--- config.mk ---
export PLATFORM = sky130hd
export DESIGN_NAME = pattern_serializer
export DESIGN_NICKNAME = d
export VERILOG_FILES = /design/src/rtl/pattern_serializer_pkg.sv /design/src/rtl/pattern_serializer_wrap_counter.sv /design/src/rtl/pattern_serializer.sv
export SDC_FILE = /design/constraint.sdc
export NUM_CORES = 1
export LEC_CHECK = 0
export BUFFER_PORTS_ARGS = -buffer_cell sky130_fd_sc_hd__buf_2
export CAP_MARGIN = 0
export CORE_MARGIN = 2
export CORE_UTILIZATION = 30
export CTS_BUF_LIST = sky130_fd_sc_hd__clkbuf_16
export DETAILED_ROUTE_END_ITERATION = 7
export SYNTH_ARGS = -nofsm -noshare
export SYNTH_HDL_FRONTEND = slang
export SYNTH_HIERARCHICAL = 1
export SYNTH_SLANG_ARGS = --single-unit
--- constraint.sdc ---
create_clock -name clk -period 3.2 [get_ports clk]
set_clock_uncertainty 0.15 [all_clocks]
set_input_delay 0.64 -clock clk [delete_from_list [all_inputs] [get_ports clk]]
set_output_delay 0.64 -clock clk [all_outputs]
set_load 0.01 [all_outputs]
--- src/rtl/pattern_serializer_pkg.sv ---
// Shared types and default sizes for the pattern serializer and its benches.
package pattern_serializer_pkg;

  // Default maximum pattern length in bits.
  localparam int PAT_W_DEF = 8;
  // Default width of the repetition count.
  localparam int REP_W_DEF = 4;

  typedef enum logic [1:0] {
    IDLE,
    SEND,
    DONE
  } ser_state_t;

endpackage

--- src/rtl/pattern_serializer_wrap_counter.sv ---
// Up-counter that wraps to zero when it steps past a runtime terminal value.
// Synchronous clear has priority over enable.
module wrap_counter #(
  parameter int W = 4
) (
  input  logic         clk,
  input  logic         reset,
  input  logic         en,
  input  logic         clr,
  input  logic [W-1:0] term,
  output logic [W-1:0] count,
  output logic         tc
);

  logic [W-1:0] count_q;
  logic [W-1:0] count_d;

  assign count = count_q;
  assign tc    = (count_q == term);

  // Next count: clear, wrap at terminal, or step by one when enabled.
  always_comb begin
    count_d = count_q;
    if (clr) begin
      count_d = '0;
    end else if (en) begin
      count_d = tc ? '0 : count_q + W'(1);
    end
  end

  // Count register.
  always_ff @(posedge clk or posedge reset) begin
    if (reset) begin
      count_q <= '0;
    end else begin
      count_q <= count_d;
    end
  end

endmodule

--- src/rtl/pattern_serializer.sv ---
// Programmable serial bit-stream transmitter: sends pattern[len-1:0] MSB-first,
// reps times back-to-back (or continuously when reps is 0) until stopped.
module pattern_serializer
  import pattern_serializer_pkg::*;
#(
  parameter int PAT_W = PAT_W_DEF,
  parameter int REP_W = REP_W_DEF,
  parameter int LEN_W = $clog2(PAT_W + 1)
) (
  input  logic             clk,
  input  logic             reset,
  input  logic             start,
  input  logic [PAT_W-1:0] pattern,
  input  logic [LEN_W-1:0] len,
  input  logic [REP_W-1:0] reps,
  input  logic             stop,
  output logic             seq,
  output logic             seq_valid,
  output logic             busy,
  output logic             done
);

  ser_state_t       state_q, state_d;
  logic [PAT_W-1:0] pattern_q, pattern_d;
  logic [LEN_W-1:0] len_q, len_d;
  logic [REP_W-1:0] reps_q, reps_d;
  logic             seq_q, seq_d;
  logic             seq_valid_q, seq_valid_d;
  logic             busy_q, busy_d;
  logic             done_q, done_d;

  logic [LEN_W-1:0] len_clamped;
  logic             accept;
  logic             bit_en;
  logic             rep_en;
  logic [LEN_W-1:0] idx;
  logic [LEN_W-1:0] idx_nxt;
  logic             bit_tc;
  logic [REP_W-1:0] rep_cnt;
  logic             rep_tc;
  logic             last_rep;
  logic [PAT_W-1:0] src_pat;
  logic [LEN_W-1:0] src_sel;
  logic [PAT_W-1:0] bit_hit;
  logic             picked;
  logic             unused_ok;

  // Requests longer than the pattern register are truncated to its width.
  assign len_clamped = (len > LEN_W'(PAT_W)) ? LEN_W'(PAT_W) : len;
  assign accept      = (state_q == IDLE) && start && (len != '0);

  // Advance only while actually emitting bits; an abort freezes the counters.
  assign bit_en   = (state_q == SEND) && !stop;
  assign rep_en   = bit_en && bit_tc;
  assign last_rep = bit_tc && rep_tc && (reps_q != '0);

  // Bit index within the current repetition (index of the bit now on seq).
  wrap_counter #(
    .W (LEN_W)
  ) u_bit_cnt (
    .clk   (clk),
    .reset (reset),
    .en    (bit_en),
    .clr   (accept),
    .term  (len_q - LEN_W'(1)),
    .count (idx),
    .tc    (bit_tc)
  );

  // Repetition counter; wraps harmlessly in continuous mode (reps_q == 0).
  wrap_counter #(
    .W (REP_W)
  ) u_rep_cnt (
    .clk   (clk),
    .reset (reset),
    .en    (rep_en),
    .clr   (accept),
    .term  (reps_q - REP_W'(1)),
    .count (rep_cnt),
    .tc    (rep_tc)
  );

  // Only the terminal flag of the repetition counter drives decisions.
  assign unused_ok = ^rep_cnt;

  // Index of the bit that goes out next: the MSB of the new request on
  // acceptance, otherwise the following bit of the captured pattern.
  assign idx_nxt = bit_tc ? '0 : idx + LEN_W'(1);
  assign src_pat = accept ? pattern : pattern_q;
  assign src_sel = accept ? (len_clamped - LEN_W'(1))
                          : (len_q - LEN_W'(1) - idx_nxt);

  // One-hot bit select avoids an index wider than the pattern register.
  for (genvar gi = 0; gi < PAT_W; gi++) begin : g_pick
    assign bit_hit[gi] = src_pat[gi] & (src_sel == LEN_W'(gi));
  end
  assign picked = |bit_hit;

  // Next-state and next-output logic for the transmit FSM.
  always_comb begin
    state_d   = state_q;
    pattern_d = pattern_q;
    len_d     = len_q;
    reps_d    = reps_q;
    case (state_q)
      IDLE: begin
        if (accept) begin
          pattern_d = pattern;
          len_d     = len_clamped;
          reps_d    = reps;
          state_d   = SEND;
        end
      end
      SEND: begin
        if (stop || last_rep) begin
          state_d = DONE;
        end
      end
      DONE: begin
        state_d = IDLE;
      end
      default: begin
        state_d = IDLE;
      end
    endcase
    seq_valid_d = (state_d == SEND);
    seq_d       = seq_valid_d & picked;
    done_d      = (state_d == DONE);
    busy_d      = (state_d != IDLE);
  end

  // State, captured request and registered outputs.
  always_ff @(posedge clk or posedge reset) begin
    if (reset) begin
      state_q     <= IDLE;
      pattern_q   <= '0;
      len_q       <= '0;
      reps_q      <= '0;
      seq_q       <= 1'b0;
      seq_valid_q <= 1'b0;
      busy_q      <= 1'b0;
      done_q      <= 1'b0;
    end else begin
      state_q     <= state_d;
      pattern_q   <= pattern_d;
      len_q       <= len_d;
      reps_q      <= reps_d;
      seq_q       <= seq_d;
      seq_valid_q <= seq_valid_d;
      busy_q      <= busy_d;
      done_q      <= done_d;
    end
  end

  assign seq       = seq_q;
  assign seq_valid = seq_valid_q;
  assign busy      = busy_q;
  assign done      = done_q;

endmodule

## After elaboration in Yosys (flattened, before gate mapping)

Cells that the tools add are included.

| cells by class | value |
|---|---|
| mux-type cells | 12 |
| equality and inequality tests | 12 |
| add/sub/neg operators | 6 |
| bitwise gates (word level) | 9 |
| reduce and logical (&&, ||, !) cells | 17 |
| magnitude comparators | 1 |
| divide/modulo/power cells | 0 |
| shift operators | 0 |
| $mul | 0 |

Operators by type and width:

| kind | count |
|---|---|
| two-way mux 4 bit | 8 |
| equality test 4 x 3 -> 1 bit (second input constant) | 4 |
| subtractor 4 x 1 -> 4 bit (second input constant) | 3 |
| AND 1 bit | 9 |
| adder 4 x 1 -> 4 bit (second input constant) | 2 |
| equality test 4 x 2 -> 1 bit (second input constant) | 2 |
| equality test 4 bit | 2 |
| two-way mux 8 bit | 1 |
| nonzero test 4 bit | 2 |
| OR reduction 8 bit | 1 |
| logical AND 1 bit | 6 |
| nonzero test 2 bit | 3 |
| equality test 2 x 1 -> 1 bit (second input constant) | 2 |
| equality test 4 x 1 -> 1 bit (second input constant) | 1 |
| greater-than comparator 4 bit (second input constant) | 1 |
| zero test 4 bit | 1 |
| two-way mux 2 bit | 2 |
| one-hot mux 2 bit (2 select lines) | 1 |
| subtractor 4 bit | 1 |
| equality test 2 bit (second input constant) | 1 |
| zero test 2 bit | 1 |
| AND reduction 2 bit | 1 |
| zero test 1 bit | 1 |
| logical OR 1 bit | 1 |

| storage, ports and cells | value |
|---|---|
| latch bits | 0 |
| logic and storage cells | 67 |
| ROM bits | 0 |
| RAM bits | 0 |
| output and inout bits | 4 |
| register bits after elaboration | 30 |
| memories kept | 0 |

## Depth between registers and ports, before layout

| depth | value |
|---|---|
| depth in word-level cells | 9 |
| mapped depth | 14 |
| gate-level depth less buffers | 14 |

## By module

The synthesis kept the hierarchy.

Modules (own cells, without submodules):

| module | area an instance (sq um) | times used | cells each |
|---|---|---|---|
| pattern_serializer | 1441.4 | 1 | 161 |
| wrap_counter | 284.0 | 2 | 27 |

## Worst setup path before layout

Ideal clock, no wire load.

| timing path | value |
|---|---|
| path type | flip-flop to flip-flop |
| start | reg len_q[0] |
| end | reg seq_q (netlist: seq) |
| library setup time | 0.121 ns |
| arrival | 3.059 ns |
| setup slack | -0.130 ns |
| stages on the path, launching flop included | 15 |
| path through | dfrtp_1 > inv_1 > ha_1 > inv_1 > xor2_2 > nor4_4 > nor2_1 > ha_1 > fa_1 > nor4b_1 > a31oi_1 > o311ai_2 > nor3b_2 > a31oi_1 > and4b_1 |

| on the way | value |
|---|---|
| cells in the longest elaborated chain, start to end | 9 |

RTL lines:

| what | line | text |
|---|---|---|
| from (decl) | pattern_serializer.sv:25 | `logic [LEN_W-1:0] len_q, len_d;` |
| from (signal assigned) | pattern_serializer.sv:146 | `len_q <= len_d;` |
| subtractor 4 x 1 -> 4 bit * | pattern_serializer.sv:65 | `.term (len_q - LEN_W'(1)),` |
| equality test 4 bit * | pattern_serializer_wrap_counter.sv:19 | `assign tc = (count_q == term);` |
| named net bit_tc | pattern_serializer.sv:38 | `logic bit_tc;` |
| two-way mux 4 bit or logical AND 1 bit (tied branches) | pattern_serializer.sv:88, pattern_serializer.sv:55 |  |
| subtractor 4 bit or logical AND 1 bit (tied branches) | pattern_serializer.sv:91, pattern_serializer.sv:55 |  |
| two-way mux 4 bit or logical OR 1 bit (tied branches) | pattern_serializer.sv:90, pattern_serializer.sv:115 |  |
| equality test 4 x 1 -> 1 bit, or another cell as far along | pattern_serializer.sv:95 | `assign bit_hit[gi] = src_pat[gi] & (src_sel == LEN_W'(gi));` |
| AND 1 bit or one-hot mux 2 bit (2 select lines) (tied branches) | pattern_serializer.sv:95, pattern_serializer.sv:105 |  |
| OR reduction 8 bit or equality test 2 x 1 -> 1 bit (tied branches) | pattern_serializer.sv:97, pattern_serializer.sv:126 |  |
| AND 1 bit * | pattern_serializer.sv:127 | `seq_d = seq_valid_d & picked;` |
| named net seq_d | pattern_serializer.sv:27 | `logic seq_q, seq_d;` |
| to (signal assigned) | pattern_serializer.sv:148 | `seq_q <= seq_d;` |
| to (decl) | pattern_serializer.sv:27 |  |

Mark *: on every way through the listed nets, which the timed path passes. The rest lies on a longest branch.
A chain may end at the register's enable or synchronous reset.

## Final worst setup path

Ends and elaborated chain as after synthesis.

==> results.sh <==
export IMPL_numPortBuffers=23
export IMPL_clkPwrFrac_pct=19.3
export IMPL_violations="setup timing"
export IMPL_path_cells="inv_2 > ha_4 > inv_4 > xor2_2 > nor4_4 > nor2_1 > ha_2 > fa_1 > nor4b_4 > a31oi_1 > o311ai_2 > nor3b_2 > a31oi_1 > and4b_1"
export IMPL_powerDensity_nw_per_um2=922
export IMPL_grt_pass1_vias=1629
export IMPL_setup_violations_final=1
export IMPL_place_congestion=0.737
export IMPL_syn_area_per_cell_um2=9.35
export IMPL_pin_count=24
export IMPL_cp_max_fo=4
export IMPL_finalCritPeriodShare_pct=100
export IMPL_utilization_pct=38.8
export IMPL_fin_nets=280
export IMPL_cts_sinks=30
export IMPL_die_w_um=85.8
export IMPL_clkTransAtPathRegs_ps=50
export IMPL_syn_num_nets=244
export IMPL_vias=1595
export IMPL_dieArea_um2=7370
export IMPL_min_path_type="input port to async pin"
export IMPL_crit_type="flop to flop"
export IMPL_hold_violations=0
export IMPL_rows=29
export IMPL_worst_setup_path_end_kind="flop"
export IMPL_min_period_ps=3200
export IMPL_coreArea_um2=6420
export IMPL_grt_pass1_wl_um=7690
export IMPL_ys_warn_count=6
export IMPL_drtIter0Drc=49
export IMPL_relSlewSlack_pct=43.1
export IMPL_max_freq_mhz=312
export IMPL_p_sw_share_pct=37.7
export IMPL_fin_ws_ps=-4.02
export IMPL_htree_levels=2
export IMPL_netlist_area_um2=2010
export IMPL_synth_area_leaders="dfrtp_1 (37%), nand2_1 (8.4%), xor2_1 (5.2%), ha_1 (5.0%), mux2i_1 (3.0%)"
export IMPL_yosysSeqAreaShare_pct=37.4
export IMPL_hpwl_um=3170
export IMPL_power_leakage_uw=0.00119
export IMPL_cts_root_buf="clkbuf_16"
export IMPL_yosysTopAreaCell="dfrtp_1"
export IMPL_synth_top_area_share_pct=37.4
export IMPL_start_kind="flop"
export IMPL_wl_um=4250
export IMPL_worst_pin_slew_ps=852
export IMPL_slew_viol_final=0
export IMPL_drc=0
export IMPL_synth_seq_cells=30
export IMPL_ant_nets=0
export IMPL_synth_enable_flop_cells=0
export IMPL_wire_per_inst_um=12.9
export IMPL_numCtsBuffers=5
export IMPL_start_util_pct=31.3
export IMPL_grt_total_usage_pct=13.1
export IMPL_grt_start_max_net_pins=23
export IMPL_cts_tree="yes"
export IMPL_diodes=0
export IMPL_internal_power_uw=1430
export IMPL_vdd_drop_max_v=0.000378
export IMPL_clockBufferDepth=2
export IMPL_critPathMaxStageDelay_ps=460
export IMPL_clock_latency_ps=270
export IMPL_async_flop_share_pct=100
export IMPL_ys_flop_type="dfrtp_1"
export IMPL_first_pass_iters=4
export IMPL_setup_tns_ps=-4.02
export IMPL_area_growth_pct=24.0
export IMPL_dieHeight_um=85.8
export IMPL_p_sw_uw=866
export IMPL_outcome="finished, violations left"
export IMPL_cap_viol_max_count=0
export IMPL_cpMaxStageDelayCell="fa_1"
export IMPL_pwr_share_comb_pct=54.5
export IMPL_syn_inst=215
export IMPL_critPathMostFrequentCell="a31oi_1"
export IMPL_via_per_inst=4.85
export IMPL_ctsHoldBuffers=0
export IMPL_gr_total_overflow=0
export IMPL_arrival_ps=3270
export IMPL_required_ps=3260
export IMPL_rsz0062_at_grt="true"
export IMPL_ys_types=51
export IMPL_layout_drive_gt1_share_pct=29.4
export IMPL_seqPwrFrac_pct=26.2
export IMPL_antenna_found_initial=0
[per-layer routing]
layer | GRT usage (%) | wire length, um | vias up
li1 | - | - | 808
met1 | 17.5 | 2010 | 754
met2 | 20.8 | 2020 | 27
met3 | 3.85 | 163 | 6
met4 | 3.61 | 53 | 0
met5 | 0 | 0 | -
[sequential cells by signal (all words and copies together) (netlist names)]
name / cells
pattern_q: 8
len_q: 4
reps_q: 4
u_bit_cnt/count: 4
u_rep_cnt/count: 4
state_q: 2
busy: 1
done: 1
seq: 1
seq_valid: 1
[kinds of logic after synthesis]
group / synth area share (%)
AO/OA/AOI/OAI: 13.0
XOR/XNOR: 8.41
adder cells (fa/ha/maj): 5.98
buffers and inverters: 5.60
flip-flops: 37.4
multiplexers: 5.23
AND/OR/NAND/NOR: 24.5
[power by group through the flow]
stage | clock [uW] | combinational (uW) | sequential (uW)
after floorplan | 0 | 882 | 586
after global placement | 0 | 1100 | 593
after detailed placement | 0 | 1120 | 597
after CTS | 454 | 1220 | 593
after global routing | 474 | 1410 | 619
final | 444 | 1250 | 602
[critical path: cells and delay by family (launching register included)]
kind	cells	cell delay [ps]
fa+ha+maj	3	930
buf+inv	2	100
flops	1	410
simple gates	5	920
compound gates	3	450
xor+xnor	1	170
[layout make-up]
cell class                      instances  area, um^2
Fill cell                             645        3930
Inverter                               16        62.6
Sequential cell                        30         754
Tap cell                               77        96.3
Multi-Input combinational cell        160        1210
Clock buffer                            5         125
Timing Repair Buffer                   38         228
Clock inverter                          3        16.3
[layout by cell type (no fill, tap or decap), types with 3 or more instances in the layout]
master and instances:
a21oi_1 6, a31oi_1 3, buf_2 23, buf_4 15, clkbuf_16 5, dfrtp_1 27
dfrtp_2 3, ha_1 6, inv_1 12, inv_2 3, mux2_2 3, mux2i_1 6
nand2_1 45, nand2b_1 3, nand3_1 4, nand3b_1 4, nor2_1 10, nor3_1 5
o21ai_0 6, o22ai_1 4, xor2_1 10, xor2_2 4
[synthesized netlist by cell type, types with 3 or more instances]
cell,number
nand2_1,45
dfrtp_1,30
inv_1,15
xor2_1,12
nor2_1,10
ha_1,8
a21oi_1,6
mux2i_1,6
nor3_1,6
o21ai_0,6
nand2b_1,4
nand3_1,4
nand3b_1,4
o22ai_1,4
a31oi_1,3
buf_1,3
buf_2,3
mux2_2,3
[through the flow]
step	instances	hold slack [ps]	worst slack (ps)	cell area [um^2]	power, uW
after floorplan	215	256	-24.0	2040	1470
after global placement	314	310	24.2	2260	1690
final	329	110	-4.02	2490	2300
after CTS	327	113	-59.3	2450	2270
after global routing	329	125	-229	2490	2510
after detailed placement	314	314	-65.7	2260	1720
[path summary, 6_finish.rpt]
check	start	to	slack, ps	depth (start not counted)
worst max-delay path	len_q[0]	seq	-4	14
worst min-delay path	reset	u_bit_cnt/count[0]	110	2
max in group asynchronous	reset	len_q[2]	1920	2
min in group clk	pattern_q[1]	pattern_q[1]	320	2
worst min register to register	pattern_q[1]	pattern_q[1]	320	2
worst max register to register	len_q[0]	seq	-4	14
[timing repair]
item / in CTS / in global routing
setup buffers: 5 / 2
gates cloned: 0 / 0
setup endpoints to repair: 1 / 1
hold endpoints to repair: 0 / 0
pin swaps: 8 / 9
gates resized for setup: 5 / 6
Note: power is estimated with default switching activity, not from simulation.
